===== src/rtl/door_scheduler.sv =====
// Door sequencing controller: round-robin requester arbitration, hold-open timer, obstruction
// re-open, travel watchdog and latched fault. All outputs registered.
module door_scheduler #(
  parameter int N_REQ          = 4,
  parameter int HOLD_CYCLES    = 50,
  parameter int TRAVEL_TIMEOUT = 200,
  parameter int CNT_W          = 8
) (
  input  logic             CLK,
  input  logic             RST,
  input  logic [N_REQ-1:0] REQ,
  input  logic             OBSTRUCT,
  input  logic             CLR_FAULT,
  input  logic             UP_Max,
  input  logic             DN_Max,
  output logic             Activate,
  output logic [N_REQ-1:0] GRANT,
  output logic             DOOR_OPEN,
  output logic             BUSY,
  output logic             FAULT
);

  localparam int PTR_W = (N_REQ > 1) ? $clog2(N_REQ) : 1;
  localparam logic [CNT_W-1:0] HOLD_LAST = CNT_W'(HOLD_CYCLES - 1);
  localparam logic [CNT_W-1:0] TO_LAST   = CNT_W'(TRAVEL_TIMEOUT - 1);

  typedef enum logic [2:0] {
    S_IDLE, S_OPENING, S_HOLD_OPEN, S_CLOSING, S_FAULT
  } state_t;

  state_t             state_q, state_d;
  logic [CNT_W-1:0]   cnt_q, cnt_d;
  logic [PTR_W-1:0]   rr_q, rr_d;
  logic               reopen_q, reopen_d;
  logic               activate_q, act_d;
  logic [N_REQ-1:0]   grant_q, grant_d;
  logic               door_open_q, busy_q, fault_q;

  logic [N_REQ-1:0]   win_oh;
  logic [PTR_W-1:0]   win_ptr;
  logic [PTR_W-1:0]   idx;
  logic               any_req;

  // Round-robin search starting at rr_q; first set request wins.
  always_comb begin
    win_oh  = '0;
    win_ptr = rr_q;
    any_req = 1'b0;
    idx     = '0;
    for (int k = 0; k < N_REQ; k++) begin
      idx = PTR_W'((int'(rr_q) + k) % N_REQ);
      if (!any_req && REQ[idx]) begin
        any_req     = 1'b1;
        win_oh[idx] = 1'b1;
        win_ptr     = PTR_W'((int'(rr_q) + k + 1) % N_REQ);
      end
    end
  end

  always_comb begin
    state_d  = state_q;
    cnt_d    = cnt_q;
    rr_d     = rr_q;
    reopen_d = reopen_q;
    act_d    = 1'b0;
    grant_d  = '0;
    if (UP_Max && DN_Max) begin
      state_d  = S_FAULT;
      cnt_d    = '0;
      reopen_d = 1'b0;
    end else begin
      case (state_q)
        S_IDLE: begin
          if (DN_Max) begin
            cnt_d = '0;
            if (any_req) begin
              grant_d = win_oh;
              rr_d    = win_ptr;
              act_d   = 1'b1;
              state_d = S_OPENING;
            end
          end else if (UP_Max) begin
            state_d = S_HOLD_OPEN;
            cnt_d   = '0;
          end else if (cnt_q == TO_LAST) begin
            state_d = S_FAULT;
            cnt_d   = '0;
          end else begin
            cnt_d = cnt_q + 1'b1;
          end
        end
        S_OPENING: begin
          if (UP_Max) begin
            state_d = S_HOLD_OPEN;
            cnt_d   = '0;
          end else if (cnt_q == TO_LAST) begin
            state_d = S_FAULT;
            cnt_d   = '0;
          end else begin
            cnt_d = cnt_q + 1'b1;
          end
        end
        S_HOLD_OPEN: begin
          if (OBSTRUCT || any_req) begin
            cnt_d = '0;
            if (any_req) begin
              grant_d = win_oh;
              rr_d    = win_ptr;
            end
          end else if (cnt_q == HOLD_LAST) begin
            act_d    = 1'b1;
            cnt_d    = '0;
            reopen_d = 1'b0;
            state_d  = S_CLOSING;
          end else begin
            cnt_d = cnt_q + 1'b1;
          end
        end
        S_CLOSING: begin
          reopen_d = reopen_q | OBSTRUCT;
          // The limit is ignored on the cycle right after the close pulse so Activate never repeats.
          if (DN_Max && !activate_q) begin
            cnt_d    = '0;
            reopen_d = 1'b0;
            if (reopen_q || OBSTRUCT) begin
              act_d   = 1'b1;
              state_d = S_OPENING;
            end else begin
              state_d = S_IDLE;
            end
          end else if (cnt_q == TO_LAST) begin
            state_d  = S_FAULT;
            cnt_d    = '0;
            reopen_d = 1'b0;
          end else begin
            cnt_d = cnt_q + 1'b1;
          end
        end
        S_FAULT: begin
          if (CLR_FAULT) begin
            state_d = S_IDLE;
            cnt_d   = '0;
          end
        end
        default: state_d = S_IDLE;
      endcase
    end
  end

  always_ff @(posedge CLK or negedge RST) begin
    if (!RST) begin
      state_q     <= S_IDLE;
      cnt_q       <= '0;
      rr_q        <= '0;
      reopen_q    <= 1'b0;
      activate_q  <= 1'b0;
      grant_q     <= '0;
      door_open_q <= 1'b0;
      busy_q      <= 1'b0;
      fault_q     <= 1'b0;
    end else begin
      state_q     <= state_d;
      cnt_q       <= cnt_d;
      rr_q        <= rr_d;
      reopen_q    <= reopen_d;
      activate_q  <= act_d;
      grant_q     <= grant_d;
      door_open_q <= (state_d == S_HOLD_OPEN);
      busy_q      <= (state_d == S_OPENING) || (state_d == S_HOLD_OPEN) || (state_d == S_CLOSING);
      fault_q     <= (state_d == S_FAULT);
    end
  end

  assign Activate  = activate_q;
  assign GRANT     = grant_q;
  assign DOOR_OPEN = door_open_q;
  assign BUSY      = busy_q;
  assign FAULT     = fault_q;

endmodule

===== config.mk =====
export PLATFORM = sky130hd
export DESIGN_NAME = door_scheduler
export DESIGN_NICKNAME = d
export VERILOG_FILES = /design/src/rtl/door_scheduler.sv
export SDC_FILE = /design/constraint.sdc
export NUM_CORES = 1
export LEC_CHECK = 0
export CAP_MARGIN = 20
export CORE_UTILIZATION = 45
export CTS_CLUSTER_DIAMETER = 50
export CTS_CLUSTER_SIZE = 28
export DETAILED_ROUTE_END_ITERATION = 16
export HOLD_SLACK_MARGIN = 0.1
export PLACE_DENSITY_LB_ADDON = 0.1
export SYNTH_ARGS = -nofsm -noshare
export SYNTH_HDL_FRONTEND = slang
export SYNTH_SLANG_ARGS = --single-unit

===== constraint.sdc =====
create_clock -name CLK -period 3.35 [get_ports CLK]
set_input_delay 0.5025 -clock CLK [delete_from_list [all_inputs] [get_ports CLK]]
set_output_delay 0.5025 -clock CLK [all_outputs]
set_load 0.1 [all_outputs]

---- Word-level counts from Yosys, hierarchy flattened ----
Index checks and enable logic that the tools add are counted.
storage, ports and cells
  flip-flop bits (word level) ............. 22
  input bits .............................. 10
cells by class
  add/subtract/negate cells ............... 7
  magnitude comparators ................... 8
  equal/unequal tests ..................... 15
  multiplexer cells ....................... 71
  bitwise logic cells ..................... 5
  reduce and logical (&&, ||, !) cells .... 24
operator list
  kind                                                                           count
  8-bit two-way mux                                                              8
  8-bit case mux with 5 select lines                                             1
  4-bit two-way mux                                                              8
  3-bit two-way mux                                                              9
  1-bit two-way mux                                                              25
  3-bit case mux with 5 select lines                                             1
  2-bit two-way mux                                                              7
  3-bit by 2-bit equality test with 1-bit output (second input constant)         4
  2-bit by 3-bit less-than comparator with 1-bit output (second input constant)  4
  4-bit bitwise OR                                                               3
  1-bit logical AND                                                              9
  3-bit != test (second input constant)                                          3
  2-bit by 1-bit adder with 2-bit output (second input constant)                 4
  8-bit by 1-bit adder with 8-bit output (second input constant)                 1
  1-bit binary-select mux with 2-bit select                                      4
  1-bit demux with 2-bit select                                                  4
  8-bit by 6-bit equality test with 1-bit output (second input constant)         1
  8-bit equality test (second input constant)                                    1
  2-bit by 1-bit >= comparator with 1-bit output (second input constant)         4
  4-bit case mux with 2 select lines                                             1
  3-bit by 1-bit equality test with 1-bit output (second input constant)         2
  3-bit equality test (second input constant)                                    2
  6-bit nonzero test                                                             1
  2-bit adder (second input constant)                                            2
  14 further kinds                                                               21

---- Logic depth before layout (Yosys ltp) ----
  word-level depth ........................ 19
  depth in mapped cells ................... 9
  mapped depth without buffers ............ 7

---- Worst setup path before layout ----
Ideal clock, no wire load.
  path kind ............................... flip-flop to flip-flop
  from .................................... register rr_q[0]
  to ...................................... register state_q[0]
  library setup time ...................... 66 ps
  arrival ................................. 2,992 ps
  required time ........................... 3,284 ps
  setup slack ............................. 292 ps
  cell stages (with the launch flop) ...... 10
  buffers on the path ..................... 2
  clock period less this slack ............ 3,058 ps
  cells stage by stage .................... dfrtp_1 -> buf_6 -> inv_1 -> ha_1 -> mux4_2 -> or4_4 -> buf_6 -> or4b_4 -> nand4_2 -> and3_1
between the ends
  word-level cells in the longest chain between the ends .. 16
  elaborated cells on any way between the ends .. 27
  classes of those cells .................. add/sub: 3; mux: 17; reduce/logical: 7
RTL lines
  what                                                                             line     RTL
  start: declaration                                                               33       logic [PTR_W-1:0] rr_q, rr_d;
  start signal: assignment                                                         164      rr_q <= rr_d;
  branches (longest 11 deep; another with 2-bit by 1-bit adder with 2-bit output)  n/a
  1-bit two-way mux (*)                                                            52       if (!any_req && REQ[idx]) begin
  3-bit two-way mux or 1-bit logical OR (tied branches)                            76, 104
  3-bit two-way mux, on equally long branches                                      74, 104
  3-bit case mux with 5 select lines (*)                                           72       case (state_q)
  3-bit two-way mux (*)                                                            67       if (UP_Max && DN_Max) begin
  net state_d[0]                                                                   31       state_t state_q, state_d;
  end signal: assignment                                                           162      state_q <= state_d;
  end: declaration                                                                 31
Mark *: on every way through the listed nets, which the timed path passes. The select of a mux whose other input is x is not followed.
A chain may end at the register's enable or synchronous reset.

---- Worst setup path after layout ----
  from .................................... register rr_q[1]
  to ...................................... register state_q[0]
Same word-level chain as after synthesis.

==> flow_summary.ini <==
[critical_path]
critPathSlowestCell = mux4_2
critPathTopFamily = simple AND/OR/NAND/NOR gates
crit_type = reg2reg
cp.required_ns = 3.62
crit_buf_inv = 1
cp_max_fo = 10
crit_path_end_kind = flip-flop
worst_setup_path_start_kind = flip-flop
max_stage_delay_ns = 0.62
critPathArrivalTime_ns = 3.41
critical_path.cell_chain = inv_1 -> ha_1 -> mux4_2 -> or4_4 -> or4b_4 -> nand4_2 -> and3_1

[finish]
final_common_cell = dfrtp_1
areaGrowthSynthToFinish_pct = 17.15
drive_gt1_share_pct = 7.263
fin_nets = 200
antenna_cells = 0
final_cell_mix = dfrtp_1 (22), clkdlybuf4s50_1 (17), nor2_1 (14)
utilization_pct = 55.39

[pwr]
p_clk_share_pct = 14.5
p_leak_nw = 0.7423
p_seq_share_pct = 26.0
combinationalPowerShare_pct = 59.5
power_density_nw_per_um2 = 762.9
power_w = 0.001421
ir_drop_uv = 389.1
switching_share_pct = 46.80
p_switching_w = 0.0006652
p_int_w = 0.0007561

[sta]
min_period_ns = 3.145
final.setup.worst_slack_ns = 0.2046
finalMaxSlewViolations = 0
setup_tns_ns = 0
fin_crit_sh_pct = 93.89
setup_viol = 0
hold_viol = 0
fmax_ghz = 0.3179
slew_headroom_pct = 34.83
rsz0062_at_grt = no
tightest_slew_ns = 0.9745
skew_ns = 0.009279

[run_status]
status = finished clean

[detailed_routing]
drt_first_pass_iters = 4
routedWlPerCell_um = 15.95
drc = 0
totalWireLength_um = 3588
vias_per_cell = 6.071
dr_total_vias = 1366
first_iter_violations = 77
detail-route-antenna-nets = 0

[global_route]
grt_pass1_vias = 1210
grt-ovfl-total = 0
antenna_found_initial = 0
grt_first_pass_wirelength_um = 5678
grt_max_degree = 23
grt.total_usage_pct = 20.56

[clock_tree]
cts_hold_buf = 0
htreeDepth = 1
ctsResizeCount = 0
cts_made_buffers = 3
post_cts_buffers = 0
cts_buffer_depth = 2
cts_tree = yes
clock_latency_ns = 0.32
cts_root_buf = clkbuf_4
path_clk_slew_ns = 0.13
cts.sinks = 22

[die]
start_util_pct = 47.28
core_area_sq_um = 3363
dieArea_sq_um = 3775
die_y_um = 61.45
rows = 21
die_w_um = 61.45
ios = 18

[yosys]
yosysSeqAreaShare_pct = 34.62
yosysWarnings = 0
ys_ff_latch = 22
synthDistinctLibCells = 46
synthFlopType = dfrtp_1
syn_area_sq_um = 1590
synthCells = 161
syn_avg_cell_area_sq_um = 9.877
async_flop_share_pct = 100.0
syn_nets = 181
synth_edf_count = 0

[placement]
dp_hpwl_um = 2721
gp_congestion = 0.9172
dp_slack_ns = 0.2152
portBuffers = 17

[worst_hold_path]
hp-class = in2async

[flow_run]
maxCapViolations = 0
## power by group through the flow
stage / logic [W] / registers, W / clock network (W)
3_3_place_gp: 0.000817 / 0.000370 / 0
6_report: 0.000846 / 0.000369 / 0.000206
4_1_cts: 0.000840 / 0.000369 / 0.000211
2_1_floorplan: 0.000484 / 0.000553 / 0
5_1_grt: 0.000906 / 0.000376 / 0.000224
3_5_place_dp: 0.000838 / 0.000374 / 0
## registers in the layout (all words and copies together) (netlist names)
register and count:
state_q 3, cnt_q 8, rr_q 2, GRANT 4
Activate 1, reopen_q 1, FAULT 1, BUSY 1
DOOR_OPEN 1
## routing by layer
layer	up-vias	wire length, um	GRT usage, %
li1	658	-	-
met1	657	1628	27.02
met4	0	34	8.571
met2	47	1730	34.16
met3	4	195	2.731
met5	-	0	0
## synth_stat cells, types with 2 or more instances
library cell  count  area (sq um)
a21o_1            2         15.01
nor4b_1           2         17.52
buf_6             2         22.52
clkbuf_1          4         15.01
o31a_1            2         17.52
mux4_2            2         45.04
nand2_1           9         33.78
a21oi_1           3         15.01
nor2_1           14         52.55
nand3_1           2         10.01
inv_1             6         22.52
nand4b_1          2         17.52
xnor2_1           2         17.52
nand4_1           2         12.51
nand2b_1         10         62.56
ha_1             10         125.1
or3_1            10         62.56
a22oi_1           4         30.03
o311ai_0          5         43.79
and3_1            2         12.51
a21boi_0          2         15.01
nor3_1            2         10.01
dfrtp_1          22         550.5
mux4_1            2         52.55
o22ai_1           2         12.51
o21ai_0           6         30.03
o2bb2ai_1         5         43.79
nor2b_1           4         25.02
a221o_1           4         40.04
## cell families after synthesis
| group | count (synthesis) | share of synthesized area, % |
|---|---|---|
| buf+inv | 12 | 3.776 |
| flops | 22 | 34.62 |
| fa+ha+maj | 10 | 7.868 |
| compound gates | 45 | 21.95 |
| xor+xnor | 2 | 1.102 |
| mux | 5 | 6.766 |
| simple gates | 65 | 23.92 |
## layout make-up
| type | count | area (sq um) |
|---|---|---|
| multi-input cells | 127 | 979.7 |
| inverters | 6 | 22.52 |
| flip-flops and latches | 22 | 550.5 |
| repair buffers | 20 | 200.2 |
| clock buffers | 3 | 22.52 |
| clock inverters | 1 | 30.03 |
| well taps | 46 | 57.56 |
| fillers | 324 | 1500 |
## worst register-to-register path, stage by stage (launching register included)
cell and delay (ns):
dfrtp_1 0.49, inv_1 0.15, ha_1 0.39, mux4_2 0.62, or4_4 0.61, or4b_4 0.57
nand4_2 0.13, and3_1 0.15
## path summary, 6_finish.rpt
kind	slack (ns)	start	cells past startpoint	endpoint
max	0.20	rr_q[1]	7	state_q[0]
max reg2reg	0.20	rr_q[1]	7	state_q[0]
min	0.53	RST	1	cnt_q[4]
max in group asynchronous	2.34	RST	2	cnt_q[7]
min reg2reg	0.57	reopen_q	2	reopen_q
min in group CLK	0.57	reopen_q	2	reopen_q
## per-stage QoR
| stage | std cells | area (sq um) | hold slack, ns |
|---|---|---|---|
| after detailed placement | 220 | 1795 | 0.5430 |
| after floorplan | 161 | 1590 | 0.2069 |
| final | 225 | 1863 | 0.5304 |
| after CTS | 224 | 1848 | 0.5687 |
| after global routing | 225 | 1863 | 0.5581 |
| after global placement | 220 | 1795 | 0.5314 |
(Power assumes the default switching activity.)
